File: config.mk
export PLATFORM = sky130hd
export DESIGN_NAME = bus_master
export DESIGN_NICKNAME = d
export VERILOG_FILES = /design/src/rtl/bus_master_pkg.sv /design/src/rtl/bus_master_cmd_fifo.sv /design/src/rtl/bus_master.sv
export SDC_FILE = /design/constraint.sdc
export NUM_CORES = 1
export LEC_CHECK = 0
export BUFFER_PORTS_ARGS = -buffer_cell sky130_fd_sc_hd__buf_2
export CAP_MARGIN = 0
export CORE_ASPECT_RATIO = 0.9
export CORE_UTILIZATION = 50
export CTS_BUF_LIST = sky130_fd_sc_hd__clkbuf_16
export DETAILED_ROUTE_END_ITERATION = 7
export GPL_TIMING_DRIVEN = 0
export PLACE_DENSITY = 0.85
export SLEW_MARGIN = 10
export SYNTH_ARGS = -nofsm -noshare
export SYNTH_HDL_FRONTEND = slang
export SYNTH_SLANG_ARGS = --single-unit
File: constraint.sdc
create_clock -name clk -period 6.75 [get_ports clk]
set_clock_uncertainty 0.2 [all_clocks]
set_input_delay 1.0125 -clock clk [delete_from_list [all_inputs] [get_ports clk]]
set_output_delay 1.0125 -clock clk [all_outputs]
set_load 0.01 [all_outputs]
File: src/rtl/bus_master_pkg.sv
// Shared types for the bus master: FSM state encoding and the command-queue entry.
// The entry struct fixes the address/data widths that bus_master's defaults match.
package bus_master_pkg;

  localparam int CMD_ADDR_W = 8;
  localparam int CMD_DATA_W = 32;

  typedef enum logic [1:0] {
    IDLE    = 2'd0,
    REQ     = 2'd1,
    XFER    = 2'd2,
    RELEASE = 2'd3
  } state_t;

  typedef struct packed {
    logic                  wr;
    logic [CMD_ADDR_W-1:0] addr;
    logic [CMD_DATA_W-1:0] wdata;
  } cmd_t;

  localparam int CMD_W = $bits(cmd_t);

endpackage

File: src/rtl/bus_master_cmd_fifo.sv
// Synchronous command queue with first-word fall-through read port.
// DEPTH must be a power of two so the pointers wrap naturally.
module cmd_fifo #(
  parameter  int WIDTH = 8,
  parameter  int DEPTH = 4,
  localparam int AW    = (DEPTH > 1) ? $clog2(DEPTH) : 1,
  localparam int CW    = $clog2(DEPTH + 1)
) (
  input  logic             clk,
  input  logic             reset,
  input  logic             push,
  input  logic [WIDTH-1:0] din,
  input  logic             pop,
  output logic [WIDTH-1:0] dout,
  output logic             full,
  output logic             empty,
  output logic [CW-1:0]    count
);

  logic [WIDTH-1:0] mem [DEPTH];
  logic [AW-1:0]    wr_ptr;
  logic [AW-1:0]    rd_ptr;
  logic             do_push;
  logic             do_pop;

  assign full    = (count == CW'(DEPTH));
  assign empty   = (count == '0);
  assign do_push = push && !full;
  assign do_pop  = pop && !empty;
  assign dout    = mem[rd_ptr];

  always_ff @(posedge clk) begin
    if (reset) begin
      wr_ptr <= '0;
      rd_ptr <= '0;
      count  <= '0;
    end else begin
      if (do_push) wr_ptr <= wr_ptr + 1'b1;
      if (do_pop)  rd_ptr <= rd_ptr + 1'b1;
      case ({do_push, do_pop})
        2'b10:   count <= count + 1'b1;
        2'b01:   count <= count - 1'b1;
        default: count <= count;
      endcase
    end
  end

  // Storage needs no reset: an entry is only read after it has been written.
  always_ff @(posedge clk) begin
    if (do_push) mem[wr_ptr] <= din;
  end

endmodule

File: src/rtl/bus_master.sv
// Queued bus master: buffers commands, requests the bus, runs bursts of up to
// MAX_BURST transfers per tenure and returns read data one cycle after m_rd.
module bus_master
  import bus_master_pkg::*;
#(
  parameter int ADDR_W     = CMD_ADDR_W,
  parameter int DATA_W     = CMD_DATA_W,
  parameter int FIFO_DEPTH = 4,
  parameter int MAX_BURST  = 4
) (
  input  logic              clk,
  input  logic              reset,
  input  logic              cmd_valid,
  output logic              cmd_ready,
  input  logic              cmd_wr,
  input  logic [ADDR_W-1:0] cmd_addr,
  input  logic [DATA_W-1:0] cmd_wdata,
  output logic              m_req,
  input  logic              m_grant,
  output logic              m_wr,
  output logic              m_rd,
  output logic [ADDR_W-1:0] m_addr,
  output logic [DATA_W-1:0] m_dout,
  input  logic [DATA_W-1:0] m_din,
  output logic              rsp_valid,
  output logic [DATA_W-1:0] rsp_rdata
);

  localparam int BW = $clog2(MAX_BURST + 1);
  localparam int CW = $clog2(FIFO_DEPTH + 1);

  state_t        state;
  state_t        next_state;
  logic [BW-1:0] burst_cnt;
  cmd_t          in_cmd;
  cmd_t          head;
  logic          fifo_full;
  logic          fifo_empty;
  logic [CW-1:0] fifo_count;
  logic          push;
  logic          pop;
  logic          xfer_go;

  assign in_cmd    = '{wr: cmd_wr, addr: cmd_addr, wdata: cmd_wdata};
  assign cmd_ready = !fifo_full;
  assign push      = cmd_valid && cmd_ready;
  assign xfer_go   = (state == XFER) && m_grant && !fifo_empty;

  cmd_fifo #(
    .WIDTH (CMD_W),
    .DEPTH (FIFO_DEPTH)
  ) u_fifo (
    .clk   (clk),
    .reset (reset),
    .push  (push),
    .din   (in_cmd),
    .pop   (pop),
    .dout  (head),
    .full  (fifo_full),
    .empty (fifo_empty),
    .count (fifo_count)
  );

  always_ff @(posedge clk) begin
    if (reset) state <= IDLE;
    else       state <= next_state;
  end

  // A tenure ends when the burst cap is hit or the queue drains without a refill.
  always_comb begin
    next_state = state;
    m_req      = 1'b0;
    m_wr       = 1'b0;
    m_rd       = 1'b0;
    m_addr     = '0;
    m_dout     = '0;
    pop        = 1'b0;
    case (state)
      IDLE: begin
        if (!fifo_empty) next_state = REQ;
      end
      REQ: begin
        m_req = 1'b1;
        if (m_grant) next_state = XFER;
      end
      XFER: begin
        m_req = 1'b1;
        if (xfer_go) begin
          pop    = 1'b1;
          m_wr   = head.wr;
          m_rd   = !head.wr;
          m_addr = head.addr;
          m_dout = head.wdata;
          if (burst_cnt == BW'(MAX_BURST - 1) || (fifo_count == CW'(1) && !push))
            next_state = RELEASE;
        end else if (!m_grant) begin
          next_state = REQ;
        end else begin
          next_state = RELEASE;
        end
      end
      RELEASE: next_state = IDLE;
      default: next_state = IDLE;
    endcase
  end

  always_ff @(posedge clk) begin
    if (reset) begin
      burst_cnt <= '0;
    end else if (state == REQ && m_grant) begin
      burst_cnt <= '0;
    end else if (pop) begin
      burst_cnt <= burst_cnt + 1'b1;
    end
  end

  always_ff @(posedge clk) begin
    if (reset) begin
      rsp_valid <= 1'b0;
      rsp_rdata <= '0;
    end else begin
      rsp_valid <= pop && !head.wr;
      if (pop && !head.wr) rsp_rdata <= m_din;
    end
  end

endmodule

==> results of run 1 <==
[worst paths after layout]
path                                       from         endpoint  depth (start not counted)
worst max-delay path            u_fifo.count[0]       m_dout[14]                          8
worst max register to register  u_fifo.count[0]  u_fifo.count[2]                          8
worst min register to register    rsp_rdata[18]    rsp_rdata[18]                          2
worst min-delay path              rsp_rdata[18]    rsp_rdata[18]                          2
[kinds of logic after synthesis]
family	count (synthesis)	share of synthesized area, %
flops	211	71.8
buf+inv	38	2.27
fa+ha+maj	15	2.30
simple gates	135	8.17
compound gates	45	3.37
mux	42	11.4
xor+xnor	6	0.643
[power breakdown]
part | leakage (nW) | internal, mW | switching [mW]
sequential | 1.89 | 1.48 | 0.0243
combinational | 1.47 | 0.142 | 0.170
clock | 0.326 | 0.593 | 0.459
[Yosys cell counts (8+ instances only)]
| library cell | instances | share of area [%] |
|---|---|---|
| a21oi_1 | 26 | 1.6 |
| a21oi_2 | 9 | 0.97 |
| and2_1 | 45 | 3.4 |
| buf_2 | 8 | 0.49 |
| clkbuf_1 | 10 | 0.46 |
| dfxtp_1 | 47 | 12 |
| edfxtp_1 | 164 | 60 |
| ha_1 | 15 | 2.3 |
| inv_1 | 10 | 0.46 |
| mux4_2 | 41 | 11 |
| nand2_1 | 60 | 2.8 |
| nand2_2 | 9 | 0.69 |
| nor2_1 | 12 | 0.55 |
[state kept, by name, indices dropped and copies added, names as in the netlist, named ones only]
name	cells
u_fifo.mem	164
rsp_rdata	32
burst_cnt	3
u_fifo.count	3
state	2
u_fifo.rd_ptr	2
u_fifo.wr_ptr	2
rsp_valid	1
[per-stage QoR]
stage	setup slack (ns)	cell area, sq um
global placement	2.79	9180
detailed placement	2.97	9270
global route	2.56	9900
CTS	2.77	9900
floorplan	3.63	8170
finish	2.84	9910
[routing by layer]
metal | track usage, % | vias up | wire, microns
met1 | 22.1 | 2314 | 6340
met2 | 33.6 | 184 | 7690
li1 | - | 2192 | -
met4 | 6.94 | 0 | 479
met5 | 0 | - | 0
met3 | 4.76 | 39 | 1130
[worst max-delay path, stage by stage (launching register included)]
cell and delay, ns:
dfxtp_1 0.39, inv_1 0.08, ha_1 0.23, nor2b_1 0.20, nor2_1 0.14, clkbuf_1 0.40
clkbuf_1 0.40, and2_1 0.22, buf_2 0.14
[area by class of cell]
type                            instances  area, sq um
Clock buffer                           22          551
Tap cell                              202          253
Timing Repair Buffer                  156          841
Sequential cell                       211         5870
Clock inverter                         14         88.8
Buffer                                 27          139
Multi-Input combinational cell        243         2120
Fill cell                            1102         5800
Antenna cell                            1         2.50
Inverter                               11         46.3
==> reports/qor.csv, run 1 <==
stage;metric;value;unit
synth;ys_types;33;
cts;cts_setup_buffers;0;
timing;post-route-period-util;58.0;%
die;die_h;123;microns
timing;setup_tns;0;ns
critical_path;required;5.54;ns
cells_and_area;fin_util;63.1;%
timing;relSlewSlack;55.1;%
drt;vias_per_cell;5.33;
timing;timing.hold.ws;0.258;ns
cells_and_area;layout_commonest_cell;edfxtp_1;
global_route;antenna_found_initial;1;
cts;clkTransAtPathRegs;0.06;ns
timing;final-setup-viol-count;0;
placement;dp_hpwl;10800;microns
global_route;grt_max_degree;31;
synth;post_synth.cell_area_avg;16.6;sq um
drt;wl_per_cell;17.6;microns
cts;holdBufCountCts;0;
cts;clockRootBuffer;clkbuf_16;
critical_path;r2r_setup_slack;4.19;ns
timing;rsz0062_at_grt;no;
synth;synth_area;0.00817;sq mm
cts;cts_resized;0;
critical_path;worst_setup_path_start_kind;flip-flop;
pwr;p_leak;3.69;nW
cells_and_area;finalNonFillerCells;887;
drt;first_pass_iters;5;
cts;clk-insertion-delay-late;0.51;ns
cells_and_area;layout_common_cells;edfxtp_1, buf_2, nand2_1, dfxtp_1;
cts;cts_tree;built;
timing;fin_crit;3.91;ns
critical_path;criticalPathCategory;reg -> out;
synth;netlist_instances;492;
timing;drv_slew;0;
critical_path;critPathCaptureType;output port;
synth;async_flop_share;0;%
die;ios;154;
global_route;grtUsageTotal;18.9;%
global_route;grt_pass1_vias;4869;
run;max-cap-violations;0;
synth;synth-edff-count;164;
synth;synth_flop_cell;edfxtp_1;
pwr;peakVddDrop;0.000254;V
drt;num_vias;4729;
worst_hold_path;worstHoldPathType;reg -> reg;
cells_and_area;drive_gt1_share;37.7;%
synth;synth.net_count;584;
timing;hold_viol_final;0;
die;dieArea;0.0168;sq mm
global_route;overflow;0;
die;start_util;52.0;%
drt;drt-total-wl;15600;microns
placement;routabilityCongestion;0.780;
critical_path;crit_path_max_fanout;10;
cells_and_area;final_nets;764;
timing;worst_slew_pin_slew;0.673;ns
cells_and_area;synthToLayoutAreaGrowth;21.3;%
global_route;grt_pass1_wl;24100;microns
die;die_w;137;microns
drt;drc;0;
pwr;powerDensity;289;mW/mm^2
pwr;p_total;2.87;mW
drt;final_antenna_net_count;0;
critical_path;critical_path_arrival;2.70;ns
placement;dp.cells;850;
status;outcome;completed;
die;rows;43;
die;core;0.0157;sq mm
cts;cts_sinks;211;
cts;htree_levels;1;
drt;drt_iter0_markers;210;
synth;yosysWarnings;0;
timing;fmax;256;MHz
placement;io_buffer_count;152;
cts;clockBufferDepth;3;
cts;cts_buffers;22;
synth;yosysSeqAreaShare;71.8;%
synth;synth_seq_cells;211;
(Power assumes the default switching activity.)
==> run 2, diff against run 1 <==
--- a/config.mk
+++ b/config.mk
@@ -12,7 +12,7 @@
 export CTS_BUF_LIST = sky130_fd_sc_hd__clkbuf_16
 export DETAILED_ROUTE_END_ITERATION = 7
 export GPL_TIMING_DRIVEN = 0
-export PLACE_DENSITY = 0.85
+export PLACE_DENSITY = 0.88
 export SLEW_MARGIN = 10
 export SYNTH_ARGS = -nofsm -noshare
 export SYNTH_HDL_FRONTEND = slang
==> constraint.sdc (replaced) <==
create_clock -name clk -period 3.3 [get_ports clk]
set_clock_uncertainty 0.2 [all_clocks]
set_input_delay 0.495 -clock clk [delete_from_list [all_inputs] [get_ports clk]]
set_output_delay 0.495 -clock clk [all_outputs]
set_load 0.01 [all_outputs]
==> reports/qor.csv, run 2 (synthesis results as in run 1) <==
stage;metric;value;unit
timing;timing.hold.ws;0.0221;ns
cells_and_area;final_nets;778;
drt;final_antenna_net_count;0;
cells_and_area;synthToLayoutAreaGrowth;23.0;%
cts;htree_levels;1;
global_route;grt_max_degree;28;
pwr;peakVddDrop;0.000474;V
placement;post-place-ws;0.315;ns
timing;timing.final.ws_setup;0.207;ns
global_route;antenna_found_initial;0;
drt;drt-total-wl;16300;microns
critical_path;crit_path_max_fanout;10;
worst_hold_path;worstHoldPathType;in -> reg;
timing;drv_slew;0;
critical_path;startpoint;u_fifo.count[0];
die;ios;154;
pwr;powerDensity;586;mW/mm^2
pwr;p_leak;3.78;nW
critical_path;criticalPathCategory;reg -> out;
placement;dp_hpwl;10700;microns
timing;final-setup-viol-count;0;
cts;cts_sinks;211;
critical_path;worst_setup_path_start_kind;flip-flop;
critical_path;r2r_start;u_fifo.count[0];
cells_and_area;drive_gt1_share;37.9;%
cts;clockRootBuffer;clkbuf_16;
timing;post-route-period-util;93.7;%
pwr;netSwitchingPower;1.33;mW
cells_and_area;layout_common_cells;edfxtp_1, buf_2, nand2_1, dfxtp_1;
cells_and_area;largest_reg_flops;164;
status;outcome;completed;
critical_path;critPathCaptureType;output port;
cells_and_area;fin_area;0.0100;sq mm
cells_and_area;fillCellCount;1136;
pwr;p_total;5.89;mW
cts;clkTransAtPathRegs;0.06;ns
pwr;switching_share;22.6;%
drt;num_vias;4760;
die;start_util;52.0;%
drt;drt_iter0_markers;217;
placement;io_buffer_count;152;
pwr;clockPowerShare;36.7;%
worst_hold_path;hp-start;cmd_wdata[28];
timing;hold_viol_final;0;
drt;vias_per_cell;5.28;
timing;relSlewSlack;52.2;%
timing;fmax;323;MHz
drt;drc;0;
timing;setup_tns;0;ns
cts;clockBufferDepth;3;
run;max-cap-violations;0;
cts;cts_tree;built;
critical_path;required;2.60;ns
cts;clk-insertion-delay-late;0.49;ns
cts;cts_buffers;21;
cells_and_area;num_antenna_cells;0;
cells_and_area;layout_commonest_cell;edfxtp_1;
cells_and_area;fin_util;64.0;%
critical_path;critical_path_arrival;2.40;ns
pwr;p_int;4.56;mW
placement;placed_area;0.00927;sq mm
cells_and_area;biggestRegsByFlops;u_fifo.mem: 164 flops, rsp_rdata: 32 flops;
die;rows;43;
drt;first_pass_iters;4;
global_route;overflow;0;
global_route;grt_pass1_wl;24700;microns
placement;dp.cells;850;
pwr;p_comb_share;11.1;%
global_route;grt_pass1_vias;4808;
die;core;0.0157;sq mm
timing;fin_crit;3.09;ns
cells_and_area;finalNonFillerCells;902;
timing;worst_slew_pin_slew;0.717;ns
drt;wl_per_cell;18.0;microns
die;die_w;137;microns
pwr;seq_power_share;52.2;%
placement;routabilityCongestion;0.763;
die;die_h;123;microns
cells_and_area;regMostFlops;u_fifo.mem;
die;dieArea;0.0168;sq mm
global_route;grtUsageTotal;19.6;%
timing;rsz0062_at_grt;no;
[run 2: changes by cell type in the layout (fill, tap and decap cells not counted), sizes merged]
cell | before | now
dlygate4sd3 | 0 | 15
inv | 16 | 20
clkinv | 8 | 6
bufinv | 0 | 1
clkbuf | 33 | 32
clkinvlp | 1 | 0
diode | 1 | 0
[run 2: path summary, 6_finish.rpt]
path / end / slack [ns] / cells after the start
setup / recovery: m_dout[5] / 0.21 / 8
hold / removal: u_fifo.mem[2][28] / 0.02 / 1
setup reg to reg: u_fifo.count[2] / 0.69 / 8
hold reg to reg: rsp_rdata[22] / 0.26 / 2
[run 2: critical path, cell delays in order, from the launching register on]
cell and delay (ns):
dfxtp_1 0.41, inv_1 0.09, ha_1 0.23, nor2b_2 0.20, nor2_1 0.14, clkbuf_2 0.26
clkbuf_2 0.28, and2_1 0.17, buf_2 0.13
[run 2: timing repair]
| action | 4_1_cts | 5_1_grt |
|---|---|---|
| endpoints found under the hold margin | 54 | 0 |
| cloned | 0 | 0 |
| resized for setup | 3 | 3 |
| hold buffers | 15 | 0 |
| endpoints found under the setup margin | 30 | 13 |
| setup buffers | 0 | 0 |
| pin swaps | 0 | 0 |
[run 2: power by group through the flow]
stage | clock, mW | combinational (mW) | sequential [mW]
2_1_floorplan | 0 | 0.404 | 3.12
3_3_place_gp | 0 | 0.594 | 3.12
3_5_place_dp | 0 | 0.641 | 3.13
4_1_cts | 2.22 | 0.662 | 3.07
5_1_grt | 2.31 | 0.723 | 3.08
6_report | 2.16 | 0.654 | 3.07
[run 2: layout make-up]
cell class | count | area, sq um | area share, %
sequential | 211 | 5870 | 58.4
clock buffer | 21 | 526 | 5.23
buffer | 27 | 144 | 1.43
multi-input combinational | 243 | 2120 | 21.1
tap | 202 | 253 | 2.52
inverter | 11 | 46.3 | 0.461
clock inverter | 16 | 98.8 | 0.984
timing repair buffer | 171 | 991 | 9.86
[run 2: metal layers]
| layer | share of wire (%) | GRT usage, % |
|---|---|---|
| met1 | 40 | 24.1 |
| met2 | 52 | 34.9 |
| met3 | 5.5 | 4.02 |
| met4 | 2.6 | 6.11 |
| met5 | 0 | 0 |
